**src/rtl/mips_pkg.sv**
```systemverilog
// Shared definitions for the MEM/WB slice.
//   ld_type_e  : m_ldType encodings (110/111 are not loads)
//   wb_state_e : writeback stage FSM states
//   is_load()  : true for the five real load encodings
package mips_pkg;

    typedef enum logic [2:0] {
        LD_NONE = 3'b000,
        LD_LB   = 3'b001,
        LD_LBU  = 3'b010,
        LD_LH   = 3'b011,
        LD_LHU  = 3'b100,
        LD_LW   = 3'b101
    } ld_type_e;

    typedef enum logic [1:0] {
        S_IDLE,
        S_WAIT,
        S_WRITE
    } wb_state_e;

    function automatic logic is_load(input logic [2:0] t);
        return (t >= LD_LB) && (t <= LD_LW);
    endfunction

endpackage

```
**src/rtl/wb_stage_if.sv**
```systemverilog
// MEM -> WB handshake bundle.
//   m_valid    : MEM result valid            (master -> slave)
//   m_ready    : WB stage can accept         (slave  -> master)
//   m_regWrite : instruction writes a reg    (master -> slave)
//   m_wa       : destination register        (master -> slave)
//   m_alu      : ALU result or load address  (master -> slave)
//   m_ldType   : load kind, see mips_pkg     (master -> slave)
interface wb_stage_if;
    logic        m_valid;
    logic        m_ready;
    logic        m_regWrite;
    logic [4:0]  m_wa;
    logic [31:0] m_alu;
    logic [2:0]  m_ldType;

    modport master (
        output m_valid, m_regWrite, m_wa, m_alu, m_ldType,
        input  m_ready
    );

    modport slave (
        input  m_valid, m_regWrite, m_wa, m_alu, m_ldType,
        output m_ready
    );
endinterface

```
**src/rtl/wb_stage_load_align.sv**
```systemverilog
// Combinational load data extraction, little-endian.
//   ldType     in  3  load kind
//   addr       in  2  low address bits selecting byte/half lane
//   rdata      in  32 raw memory word
//   data       out 32 extracted, sign/zero-extended value
//   misaligned out 1  LH/LHU on odd address or LW not word aligned
module load_align
    import mips_pkg::*;
(
    input  logic [2:0]  ldType,
    input  logic [1:0]  addr,
    input  logic [31:0] rdata,
    output logic [31:0] data,
    output logic        misaligned
);

    logic [7:0]  byte_v;
    logic [15:0] half_v;

    always_comb begin
        byte_v = rdata[7:0];
        case (addr)
            2'd0:    byte_v = rdata[7:0];
            2'd1:    byte_v = rdata[15:8];
            2'd2:    byte_v = rdata[23:16];
            default: byte_v = rdata[31:24];
        endcase
        half_v = addr[1] ? rdata[31:16] : rdata[15:0];
    end

    always_comb begin
        data       = '0;
        misaligned = 1'b0;
        case (ldType)
            LD_LB:   data = {{24{byte_v[7]}}, byte_v};
            LD_LBU:  data = {24'h0, byte_v};
            LD_LH: begin
                data       = {{16{half_v[15]}}, half_v};
                misaligned = addr[0];
            end
            LD_LHU: begin
                data       = {16'h0, half_v};
                misaligned = addr[0];
            end
            LD_LW: begin
                data       = rdata;
                misaligned = (addr != 2'b00);
            end
            default: data = '0;
        endcase
    end

endmodule

```
**src/rtl/wb_stage.sv**
```systemverilog
// Writeback stage: accepts MEM results, waits for load data, drives the
// register-file write port for exactly one cycle per instruction.
//   clk, rst            : clock, synchronous active-high reset
//   m (slave)           : MEM handshake bundle
//   dm_rvalid, dm_rdata : data-memory read response
//   flush               : kill a pending load
//   writeReg, wa, wd    : regfile write port (registered)
//   adel                : load address-error pulse (registered)
//   ld_pending, ld_wa   : pending load and its dest reg for hazard unit
module wb_stage
    import mips_pkg::*;
(
    input  logic        clk,
    input  logic        rst,
    wb_stage_if.slave   m,
    input  logic        dm_rvalid,
    input  logic [31:0] dm_rdata,
    input  logic        flush,
    output logic        writeReg,
    output logic [4:0]  wa,
    output logic [31:0] wd,
    output logic        adel,
    output logic        ld_pending,
    output logic [4:0]  ld_wa
);

    wb_state_e   state_q, state_d;
    logic        regwrite_q, regwrite_d;
    logic [4:0]  wacap_q, wacap_d;
    logic [1:0]  addr_q, addr_d;
    logic [2:0]  ldtype_q, ldtype_d;

    logic        writeReg_q, writeReg_d;
    logic [4:0]  wa_q, wa_d;
    logic [31:0] wd_q, wd_d;
    logic        adel_q, adel_d;
    logic        ldpend_q, ldpend_d;
    logic [4:0]  ldwa_q, ldwa_d;

    logic        accept;
    logic        in_wait;
    logic [2:0]  la_type;
    logic [1:0]  la_addr;
    logic [31:0] la_data;
    logic        la_misaligned;

    assign in_wait   = (state_q == S_WAIT);
    assign m.m_ready = ~in_wait & ~flush;
    assign accept    = m.m_valid & m.m_ready;

    // One aligner serves both uses: accept never happens in WAIT, so outside
    // WAIT it checks the incoming address, inside WAIT it extracts data.
    assign la_type = in_wait ? ldtype_q : m.m_ldType;
    assign la_addr = in_wait ? addr_q   : m.m_alu[1:0];

    load_align u_align (
        .ldType     (la_type),
        .addr       (la_addr),
        .rdata      (dm_rdata),
        .data       (la_data),
        .misaligned (la_misaligned)
    );

    always_comb begin
        state_d    = state_q;
        regwrite_d = regwrite_q;
        wacap_d    = wacap_q;
        addr_d     = addr_q;
        ldtype_d   = ldtype_q;
        writeReg_d = 1'b0;
        wa_d       = '0;
        wd_d       = '0;
        adel_d     = 1'b0;
        ldpend_d   = 1'b0;
        ldwa_d     = '0;

        case (state_q)
            S_IDLE, S_WRITE: begin
                state_d = S_IDLE;
                if (accept) begin
                    regwrite_d = m.m_regWrite;
                    wacap_d    = m.m_wa;
                    addr_d     = m.m_alu[1:0];
                    ldtype_d   = m.m_ldType;
                    if (is_load(m.m_ldType)) begin
                        if (la_misaligned) begin
                            state_d = S_WRITE;
                            adel_d  = 1'b1;
                        end else begin
                            state_d  = S_WAIT;
                            ldpend_d = 1'b1;
                            ldwa_d   = m.m_wa;
                        end
                    end else begin
                        state_d = S_WRITE;
                        if (m.m_regWrite && (m.m_wa != '0)) begin
                            writeReg_d = 1'b1;
                            wa_d       = m.m_wa;
                            wd_d       = m.m_alu;
                        end
                    end
                end
            end
            S_WAIT: begin
                if (flush) begin
                    state_d = S_IDLE;
                end else if (dm_rvalid) begin
                    state_d = S_WRITE;
                    if (regwrite_q && (wacap_q != '0)) begin
                        writeReg_d = 1'b1;
                        wa_d       = wacap_q;
                        wd_d       = la_data;
                    end
                end else begin
                    ldpend_d = 1'b1;
                    ldwa_d   = wacap_q;
                end
            end
            default: state_d = S_IDLE;
        endcase
    end

    always_ff @(posedge clk) begin
        if (rst) begin
            state_q    <= S_IDLE;
            regwrite_q <= 1'b0;
            wacap_q    <= '0;
            addr_q     <= '0;
            ldtype_q   <= '0;
            writeReg_q <= 1'b0;
            wa_q       <= '0;
            wd_q       <= '0;
            adel_q     <= 1'b0;
            ldpend_q   <= 1'b0;
            ldwa_q     <= '0;
        end else begin
            state_q    <= state_d;
            regwrite_q <= regwrite_d;
            wacap_q    <= wacap_d;
            addr_q     <= addr_d;
            ldtype_q   <= ldtype_d;
            writeReg_q <= writeReg_d;
            wa_q       <= wa_d;
            wd_q       <= wd_d;
            adel_q     <= adel_d;
            ldpend_q   <= ldpend_d;
            ldwa_q     <= ldwa_d;
        end
    end

    assign writeReg   = writeReg_q;
    assign wa         = wa_q;
    assign wd         = wd_q;
    assign adel       = adel_q;
    assign ld_pending = ldpend_q;
    assign ld_wa      = ldwa_q;

endmodule

```
**src/flat_wrapper.sv**
```systemverilog
// flat-port wrapper written by rule: the top's interface ports become plain ports
module wb_stage_flat import mips_pkg::*;
  (clk, rst, dm_rvalid, dm_rdata, flush, writeReg, wa, wd, adel, ld_pending, ld_wa, m_m_valid, m_m_regWrite, m_m_wa, m_m_alu, m_m_ldType, m_m_ready);
  wb_stage_if m_i ();
  input  logic clk;
  input  logic rst;
  input  logic dm_rvalid;
  input  logic [31:0] dm_rdata;
  input  logic flush;
  output logic writeReg;
  output logic [4:0] wa;
  output logic [31:0] wd;
  output logic adel;
  output logic ld_pending;
  output logic [4:0] ld_wa;
  input wire logic [$bits(m_i.m_valid)-1:0] m_m_valid;
  input wire logic [$bits(m_i.m_regWrite)-1:0] m_m_regWrite;
  input wire logic [$bits(m_i.m_wa)-1:0] m_m_wa;
  input wire logic [$bits(m_i.m_alu)-1:0] m_m_alu;
  input wire logic [$bits(m_i.m_ldType)-1:0] m_m_ldType;
  output wire logic [$bits(m_i.m_ready)-1:0] m_m_ready;
  assign m_i.m_valid = m_m_valid;
  assign m_i.m_regWrite = m_m_regWrite;
  assign m_i.m_wa = m_m_wa;
  assign m_i.m_alu = m_m_alu;
  assign m_i.m_ldType = m_m_ldType;
  assign m_m_ready = m_i.m_ready;
  wb_stage u_core (.clk(clk), .rst(rst), .m(m_i), .dm_rvalid(dm_rvalid), .dm_rdata(dm_rdata), .flush(flush), .writeReg(writeReg), .wa(wa), .wd(wd), .adel(adel), .ld_pending(ld_pending), .ld_wa(ld_wa));
endmodule
```
**config.mk**
```make
export PLATFORM = sky130hd
export DESIGN_NAME = wb_stage_flat
export DESIGN_NICKNAME = d
export VERILOG_FILES = /design/src/rtl/mips_pkg.sv /design/src/rtl/wb_stage_if.sv /design/src/rtl/wb_stage_load_align.sv /design/src/rtl/wb_stage.sv /design/src/flat_wrapper.sv
export SDC_FILE = /design/constraint.sdc
export NUM_CORES = 1
export LEC_CHECK = 0
export CAP_MARGIN = 20
export CORE_UTILIZATION = 48
export DETAILED_ROUTE_END_ITERATION = 8
export PLACE_DENSITY = 0.93
export SLEW_MARGIN = 10
export SYNTH_ARGS = -nofsm -noshare
export SYNTH_HDL_FRONTEND = slang
export SYNTH_HIERARCHICAL = 1
export SYNTH_SLANG_ARGS = --single-unit
```
**constraint.sdc**
```tcl
create_clock -name clk -period 4.05 [get_ports clk]
set_input_delay 0.81 -clock clk [delete_from_list [all_inputs] [get_ports clk]]
set_output_delay 0.81 -clock clk [all_outputs]
set_load 0.05 [all_outputs]
```
==> results of run 1 <==
==> flip-flops by register name, indices dropped and copies added, names as in the netlist <==
register           cells
u_core/wa              5
u_core/writeReg        1
u_core/ldtype_q        3
u_core/wd             32
u_core/adel            1
u_core/state_q         2
u_core/regwrite_q      1
u_core/wacap_q         5
u_core/ld_pending      1
u_core/addr_q          2
u_core/ld_wa           5
==> worst min-delay path, cell delays in order (launching register included) <==
cell	delay, ns
sky130_fd_sc_hd__dfxtp_1	0.31
sky130_fd_sc_hd__nand2_1	0.05
sky130_fd_sc_hd__a21oi_1	0.05
==> through the flow <==
stage          setup WS, ns  cell area (µm²)  utilization [%]  hold slack, ns  power [mW]
4_1_cts               0.902             4790             70.5           0.461        1.56
6_report              0.913             4810             70.9           0.456        1.55
2_1_floorplan          1.34             3360                -           0.432       0.807
3_3_place_gp          0.681             4560             67.1           0.440       0.936
3_5_place_dp          0.643             4560             67.1           0.452       0.941
5_1_grt               0.722             4810             70.9           0.482        1.62
==> cells in the mapped netlist (2+ instances only) <==
cell / count
sky130_fd_sc_hd__a21o_1: 2
sky130_fd_sc_hd__a21oi_1: 42
sky130_fd_sc_hd__a21oi_2: 10
sky130_fd_sc_hd__a22o_1: 9
sky130_fd_sc_hd__a22oi_1: 7
sky130_fd_sc_hd__a32o_1: 33
sky130_fd_sc_hd__buf_2: 10
sky130_fd_sc_hd__buf_6: 8
sky130_fd_sc_hd__clkbuf_1: 14
sky130_fd_sc_hd__dfxtp_1: 58
sky130_fd_sc_hd__mux2_2: 5
sky130_fd_sc_hd__mux2i_1: 16
sky130_fd_sc_hd__mux4_1: 4
sky130_fd_sc_hd__mux4_2: 4
sky130_fd_sc_hd__nand2_1: 47
sky130_fd_sc_hd__nand2b_1: 5
sky130_fd_sc_hd__nand3_1: 2
sky130_fd_sc_hd__nor2_1: 3
sky130_fd_sc_hd__nor2b_1: 20
sky130_fd_sc_hd__nor3b_1: 3
sky130_fd_sc_hd__o211ai_1: 8
sky130_fd_sc_hd__o21ai_0: 10
sky130_fd_sc_hd__o22ai_1: 2
sky130_fd_sc_hd__o2bb2ai_1: 13
==> layout make-up <==
| class | count | share of cell area, % |
|---|---|---|
| clock buffers | 12 | 3.22 |
| repair buffers | 131 | 27.5 |
| flip-flops and latches | 58 | 24.1 |
| clock inverters | 4 | 1.53 |
| well taps | 96 | 2.49 |
| multi-input cells | 262 | 41.1 |
| inverters | 1 | 0.0780 |
==> path summary, 6_finish.rpt <==
path	from	to	slack (ns)
max	m_m_alu[1]	u_core/wd[31]	0.91
min	u_core/ldtype_q[0]	u_core/ldtype_q[0]	0.46
max reg2reg	u_core/state_q[0]	u_core/wd[31]	1.06
min reg2reg	u_core/ldtype_q[0]	u_core/ldtype_q[0]	0.46
==> power groups by stage <==
stage                     Clock [mW]  Sequential, mW  Combinational [mW]
final                          0.616           0.588               0.351
after global routing           0.656           0.588               0.375
after detailed placement           0           0.600               0.341
after floorplan                    0           0.615               0.191
after global placement             0           0.599               0.336
after CTS                      0.624           0.587               0.344
==> cells by family (layout without fill, tap and decap cells) <==
logic type      after synthesis  after routing  synth area share (%)
mux                          29             29                  12.3
flops                        58             58                  34.6
buf+inv                      35            148                  6.59
compound gates              140            140                  31.7
simple gates                 93             93                  14.9
==> layer usage <==
metal	vias up	GRT usage, %	share of wire [%]
li1	1574	-	-
met1	1656	35.4	39
met2	195	50.5	49
met3	27	6.74	8.7
met4	0	13.2	3.3
met5	-	0	0
==> metrics.txt, run 1 <==
# TYPE chip_impl_metric gauge
chip_impl_metric{name="detailed_place_hpwl",unit="µm"} 7240
chip_impl_metric{name="synth_top_area_share",unit="%"} 34.6
chip_impl_info{name="synthFlopType",value="sky130_fd_sc_hd__dfxtp_1"} 1
chip_impl_metric{name="post_cts_resized",unit=""} 0
chip_impl_metric{name="net_switching_fraction_of_the_power",unit="%"} 27.5
chip_impl_metric{name="post_layout_instance_count_excluding_filler_cells",unit=""} 564
chip_impl_metric{name="multiInputGateArea",unit="µm²"} 1980
chip_impl_info{name="cts_tree",value="done"} 1
chip_impl_info{name="ys_top_cells_by_area",value="sky130_fd_sc_hd__dfxtp_1 35%, sky130_fd_sc_hd__a32o_1 9.8%, sky130_fd_sc_hd__a21oi_1 6.3%"} 1
chip_impl_metric{name="core-area",unit="µm²"} 6790
chip_impl_metric{name="power_report.internal_total",unit="mW"} 1.13
chip_impl_metric{name="p_per_area",unit="nW/µm²"} 323
chip_impl_metric{name="place_inst",unit=""} 547
chip_impl_metric{name="floorplan.die_area",unit="µm²"} 7340
chip_impl_metric{name="drtIter0Drc",unit=""} 303
chip_impl_metric{name="comb_power_share",unit="%"} 22.6
chip_impl_metric{name="critical_path.max_stage_delay",unit="ns"} 0.70
chip_impl_metric{name="worst-path-stages",unit=""} 7
chip_impl_info{name="cts_root_buf",value="sky130_fd_sc_hd__clkbuf_8"} 1
chip_impl_metric{name="placement_row_count",unit=""} 30
chip_impl_metric{name="synth_enable_flop_cells",unit=""} 0
chip_impl_metric{name="synth.cell_area",unit="µm²"} 3360
chip_impl_metric{name="io_pins",unit=""} 124
chip_impl_metric{name="cts-root-to-sink-buffers",unit=""} 2
chip_impl_info{name="most-common-layout-cells",value="123 x sky130_fd_sc_hd__clkdlybuf4s50_1, 58 x sky130_fd_sc_hd__dfxtp_1, 47 x sky130_fd_sc_hd__nand2_1"} 1
chip_impl_metric{name="clock_skew",unit="ns"} 0.00855
chip_impl_metric{name="yosysWarningCount",unit=""} 6
chip_impl_info{name="min_path_type",value="flop to flop"} 1
chip_impl_metric{name="clk_pin_slew_worst_paths",unit="ns"} 0.07
chip_impl_info{name="unrepaired_setup_endpoints_after_global_routing",value="false"} 1
chip_impl_metric{name="reg2reg_depth",unit=""} 7
chip_impl_info{name="crit_family",value="multiplexers"} 1
chip_impl_metric{name="first_pass_grt_wire_length",unit="µm"} 16700
chip_impl_metric{name="finalSetupViolations",unit=""} 0
chip_impl_metric{name="power.clock.fraction",unit="%"} 39.6
chip_impl_metric{name="worst_slew_margin_rel",unit="%"} 37.9
chip_impl_info{name="crit_path_start_kind",value="input pin"} 1
chip_impl_metric{name="worstPathMaxFanout",unit=""} 32
chip_impl_metric{name="seq_area",unit="µm²"} 1160
chip_impl_metric{name="first_global_vias",unit=""} 3315
chip_impl_metric{name="post_synth_num_cell_types",unit=""} 44
chip_impl_metric{name="cts.repair_timing.setup_buffer_count",unit=""} 0
chip_impl_metric{name="average_wire_per_standard_cell",unit="µm"} 18.8
chip_impl_info{name="mostFrequentLayoutCell",value="sky130_fd_sc_hd__clkdlybuf4s50_1"} 1
chip_impl_metric{name="cts_hold_buffers",unit=""} 0
chip_impl_metric{name="arrival",unit="ns"} 3.37
chip_impl_metric{name="hold_violations",unit=""} 0
chip_impl_metric{name="nNetsFinal",unit=""} 541
chip_impl_metric{name="nets_in_the_synthesized_netlist",unit=""} 433
chip_impl_info{name="crit_path_top_delay_cell",value="sky130_fd_sc_hd__mux2_2"} 1
chip_impl_metric{name="die_height",unit="µm"} 85.7
chip_impl_metric{name="globalplace.congestion",unit=""} 0.880
chip_impl_info{name="crit_path_end_kind",value="flop"} 1
chip_impl_metric{name="global_route.usage.total",unit="%"} 29.5
chip_impl_metric{name="share_of_synthesized_area_occupied_by_flip_flops_and_latches",unit="%"} 34.6
chip_impl_metric{name="worst_ir_drop_on_vdd",unit="mV"} 0.286
chip_impl_metric{name="static_leakage_power",unit="nW"} 1.72
chip_impl_metric{name="drive_above_1_share",unit="%"} 10.3
chip_impl_metric{name="synthToLayoutAreaGrowth",unit="%"} 43.3
chip_impl_metric{name="synth-seq-cells",unit=""} 58
chip_impl_metric{name="routed_wl",unit="µm"} 10600
chip_impl_metric{name="ctsHtreeMaxLevel",unit=""} 3
chip_impl_metric{name="fin_tns_setup",unit="ns"} 0
chip_impl_metric{name="detailroute.via_count",unit=""} 3452
chip_impl_metric{name="grt_max_degree",unit=""} 37
chip_impl_metric{name="fmaxAchievable",unit="MHz"} 319
chip_impl_info{name="yosysTopAreaCell",value="sky130_fd_sc_hd__dfxtp_1"} 1
chip_impl_metric{name="timing.critical_path.buf_inv",unit=""} 1
chip_impl_info{name="path_cells",value="clkdlybuf4s50_1 > mux2_2 > mux2i_1 > o21ai_0 > nand2_1 > a21oi_1 > a32o_1"} 1
chip_impl_metric{name="final_max_slew_violation_count",unit=""} 0
chip_impl_metric{name="netlist_instances",unit=""} 355
chip_impl_metric{name="grt-ovfl-total",unit=""} 0
chip_impl_metric{name="numClockSinks",unit=""} 58
chip_impl_metric{name="worstHoldPathCells",unit=""} 2
chip_impl_info{name="worst_setup_path_class",value="input pin to flop"} 1
chip_impl_metric{name="die_w",unit="µm"} 85.7
chip_impl_metric{name="fin_crit_sh",unit="%"} 77.5
chip_impl_info{name="run_status",value="complete, no violations"} 1
chip_impl_metric{name="final_critical_path_required_period",unit="ns"} 3.14
chip_impl_metric{name="drt.antenna.violating_nets",unit=""} 0
chip_impl_metric{name="detailedRoute.firstPassIterationCount",unit=""} 5
chip_impl_metric{name="power_switching",unit="mW"} 0.427
chip_impl_metric{name="antenna_found_initial",unit=""} 0
chip_impl_metric{name="tritoncts_buffer_count",unit=""} 9
chip_impl_metric{name="routed_vias_inst",unit=""} 6.12
chip_impl_metric{name="port_buffers",unit=""} 123
chip_impl_metric{name="post_synth.cell_area_avg",unit="µm²"} 9.46
chip_impl_metric{name="antenna_cells",unit=""} 0
chip_impl_metric{name="worst_pin_slew",unit="ns"} 0.923
chip_impl_metric{name="filler_cell_count_in_the_final_layout",unit=""} 513
chip_impl_metric{name="start_util",unit="%"} 49.4
chip_impl_metric{name="clock_insertion_delay_worst_skew",unit="ns"} 0.34
chip_impl_metric{name="seqPwrFrac",unit="%"} 37.8
chip_impl_metric{name="synthArstFlopShare",unit="%"} 0
chip_impl_metric{name="endpoint_required_time_on_the_critical_path",unit="ns"} 4.28
chip_impl_metric{name="maxCapViolations",unit=""} 0
chip_impl_metric{name="drc_errors_left",unit=""} 0
(Power assumes the default switching activity.)
==> inputs of run 2 (changes only) <==
--- a/config.mk
+++ b/config.mk
@@ -6,9 +6,9 @@
 export NUM_CORES = 1
 export LEC_CHECK = 0
 export CAP_MARGIN = 20
-export CORE_UTILIZATION = 48
+export CORE_UTILIZATION = 41
 export DETAILED_ROUTE_END_ITERATION = 8
-export PLACE_DENSITY = 0.93
+export PLACE_DENSITY = 0.85
 export SLEW_MARGIN = 10
 export SYNTH_ARGS = -nofsm -noshare
 export SYNTH_HDL_FRONTEND = slang
==> constraint.sdc (replaced) <==
create_clock -name clk -period 2.8 [get_ports clk]
set_input_delay 0.56 -clock clk [delete_from_list [all_inputs] [get_ports clk]]
set_output_delay 0.56 -clock clk [all_outputs]
set_load 0.05 [all_outputs]
==> metrics.txt, run 2 (synthesis gave the netlist of run 1 again) <==
# TYPE chip_impl_metric gauge
chip_impl_metric{name="postPlaceCellArea",unit="µm²"} 4780
chip_impl_metric{name="worstHoldPathCells",unit=""} 2
chip_impl_metric{name="die_height",unit="µm"} 92.5
chip_impl_metric{name="worst_pin_slew",unit="ns"} 0.659
chip_impl_metric{name="fmaxAchievable",unit="MHz"} 393
chip_impl_metric{name="worst_ir_drop_on_vdd",unit="mV"} 0.374
chip_impl_metric{name="detailed_place_hpwl",unit="µm"} 7680
chip_impl_metric{name="average_wire_per_standard_cell",unit="µm"} 18.0
chip_impl_metric{name="worstPathMaxFanout",unit=""} 18
chip_impl_metric{name="die_w",unit="µm"} 92.5
chip_impl_metric{name="max_ffs_per_register",unit=""} 32
chip_impl_metric{name="numClockSinks",unit=""} 58
chip_impl_info{name="crit_path_top_delay_cell",value="sky130_fd_sc_hd__mux2_2"} 1
chip_impl_info{name="path_cells",value="nand2b_2 > mux2_2 > a21oi_1 > nor2_1 > a31o_2 > nor4b_1 > and4_1 > a22o_1"} 1
chip_impl_metric{name="tritoncts_buffer_count",unit=""} 9
chip_impl_metric{name="globalplace.congestion",unit=""} 0.948
chip_impl_metric{name="p_per_area",unit="nW/µm²"} 456
chip_impl_metric{name="drtIter0Drc",unit=""} 224
chip_impl_metric{name="cts-root-to-sink-buffers",unit=""} 2
chip_impl_metric{name="ctsHtreeMaxLevel",unit=""} 3
chip_impl_metric{name="first_pass_grt_wire_length",unit="µm"} 17000
chip_impl_metric{name="grt-ovfl-total",unit=""} 0
chip_impl_info{name="most-common-layout-cells",value="122 x sky130_fd_sc_hd__clkdlybuf4s50_1, 58 x sky130_fd_sc_hd__dfxtp_1, 47 x sky130_fd_sc_hd__nand2_1"} 1
chip_impl_metric{name="endpoint_required_time_on_the_critical_path",unit="ns"} 3.08
chip_impl_metric{name="finalSetupViolations",unit=""} 0
chip_impl_metric{name="drive_above_1_share",unit="%"} 15.0
chip_impl_metric{name="placement_row_count",unit=""} 32
chip_impl_info{name="run_status",value="complete, no violations"} 1
chip_impl_metric{name="first_global_vias",unit=""} 3448
chip_impl_metric{name="detailroute.via_count",unit=""} 3389
chip_impl_info{name="crit_path_start_kind",value="flop"} 1
chip_impl_metric{name="routed_wl",unit="µm"} 10700
chip_impl_metric{name="final_max_slew_violation_count",unit=""} 0
chip_impl_metric{name="floorplan.die_area",unit="µm²"} 8560
chip_impl_metric{name="antenna_cells",unit=""} 0
chip_impl_metric{name="clock_insertion_delay_worst_skew",unit="ns"} 0.34
chip_impl_info{name="cts_root_buf",value="sky130_fd_sc_hd__clkbuf_8"} 1
chip_impl_metric{name="layout.cell_area.non_filler",unit="µm²"} 5010
chip_impl_metric{name="fin_crit_sh",unit="%"} 91.0
chip_impl_metric{name="cts_hold_buffers",unit=""} 0
chip_impl_metric{name="reg2reg_depth",unit=""} 8
chip_impl_metric{name="post_cts_resized",unit=""} 0
chip_impl_info{name="cts_tree",value="done"} 1
chip_impl_metric{name="drc_errors_left",unit=""} 0
chip_impl_metric{name="final_util",unit="%"} 64.1
chip_impl_metric{name="drt.antenna.violating_nets",unit=""} 0
chip_impl_metric{name="fin_tns_setup",unit="ns"} 0
chip_impl_metric{name="core-area",unit="µm²"} 7810
chip_impl_metric{name="grt_max_degree",unit=""} 37
chip_impl_metric{name="post_layout_instance_count_excluding_filler_cells",unit=""} 594
chip_impl_metric{name="start_util",unit="%"} 43.0
chip_impl_metric{name="static_leakage_power",unit="nW"} 1.84
chip_impl_metric{name="place_inst",unit=""} 578
chip_impl_metric{name="port_buffers",unit=""} 123
chip_impl_info{name="worst_setup_path_class",value="flop to flop"} 1
chip_impl_info{name="mostFrequentLayoutCell",value="sky130_fd_sc_hd__clkdlybuf4s50_1"} 1
chip_impl_metric{name="final.hold.worst_slack",unit="ns"} 0.455
chip_impl_metric{name="nNetsFinal",unit=""} 565
chip_impl_metric{name="io_pins",unit=""} 124
chip_impl_metric{name="final_critical_path_required_period",unit="ns"} 2.55
chip_impl_metric{name="clk_pin_slew_worst_paths",unit="ns"} 0.06
chip_impl_metric{name="detailedRoute.firstPassIterationCount",unit=""} 4
chip_impl_metric{name="worst_slew_margin_rel",unit="%"} 56.1
chip_impl_metric{name="routed_vias_inst",unit=""} 5.71
chip_impl_metric{name="critical_path.max_stage_delay",unit="ns"} 0.54
chip_impl_metric{name="clock_skew",unit="ns"} 0.00920
chip_impl_metric{name="maxCapViolations",unit=""} 0
chip_impl_info{name="min_path_type",value="flop to flop"} 1
chip_impl_info{name="crit_path_end_kind",value="flop"} 1
chip_impl_metric{name="cts.repair_timing.setup_buffer_count",unit=""} 0
chip_impl_metric{name="postLayoutSetupSlackWorst",unit="ns"} 0.252
chip_impl_metric{name="hold_violations",unit=""} 0
chip_impl_metric{name="synthToLayoutAreaGrowth",unit="%"} 49.1
chip_impl_metric{name="antenna_found_initial",unit=""} 0
chip_impl_metric{name="finalPower",unit="mW"} 2.28
chip_impl_metric{name="global_route.usage.total",unit="%"} 25.6
chip_impl_metric{name="arrival",unit="ns"} 2.83
chip_impl_metric{name="place_ws",unit="ns"} 0.0106
chip_impl_info{name="unrepaired_setup_endpoints_after_global_routing",value="false"} 1
-- run 2: changes by cell type in the layout (fill, tap and decap cells not counted) --
cell	delta
sky130_fd_sc_hd__nand2b_1	-1
sky130_fd_sc_hd__clkdlybuf4s50_1	-1
sky130_fd_sc_hd__buf_12	+2
sky130_fd_sc_hd__buf_16	-1
sky130_fd_sc_hd__nand2b_2	+1
sky130_fd_sc_hd__buf_4	+24
-- run 2: power by group --
part / leakage, nW / internal [mW] / switching, mW
Sequential: 0.469 / 0.841 / 0.00939
Combinational: 1.26 / 0.273 / 0.271
Clock: 0.117 / 0.550 / 0.340
-- run 2: final timing paths --
check        slack [ns]                  to               start
max                0.25     u_core/ld_wa[3]   u_core/state_q[1]
min                0.45  u_core/ldtype_q[0]  u_core/ldtype_q[0]
max reg2reg        0.25     u_core/ld_wa[3]   u_core/state_q[1]
min reg2reg        0.45  u_core/ldtype_q[0]  u_core/ldtype_q[0]
-- run 2: area by class of cell --
class                   count  area [µm²]
clock buffers              12         155
flip-flops and latches     58        1160
well taps                 102         128
clock inverters             4        73.8
inverters                   1        3.75
fillers                   666        2800
repair buffers            155        1510
multi-input cells         262        1980
-- run 2: worst max-delay path, delay by kind of cell (launching register included) --
family | cells | cell delay [ns]
simple gates | 4 | 1.02
mux | 1 | 0.54
compound gates | 3 | 0.57
flops | 1 | 0.35
-- run 2: per-layer routing --
| metal | track usage, % | routed length (µm) | part of all wire (%) | up-vias |
|---|---|---|---|---|
| li1 | - | - | - | 1622 |
| met1 | 30.6 | 4460 | 42 | 1615 |
| met2 | 44.1 | 5280 | 49 | 145 |
| met3 | 6.98 | 856 | 8.0 | 7 |
| met4 | 8.59 | 112 | 1.0 | 0 |
| met5 | 0 | 0 | 0 | - |
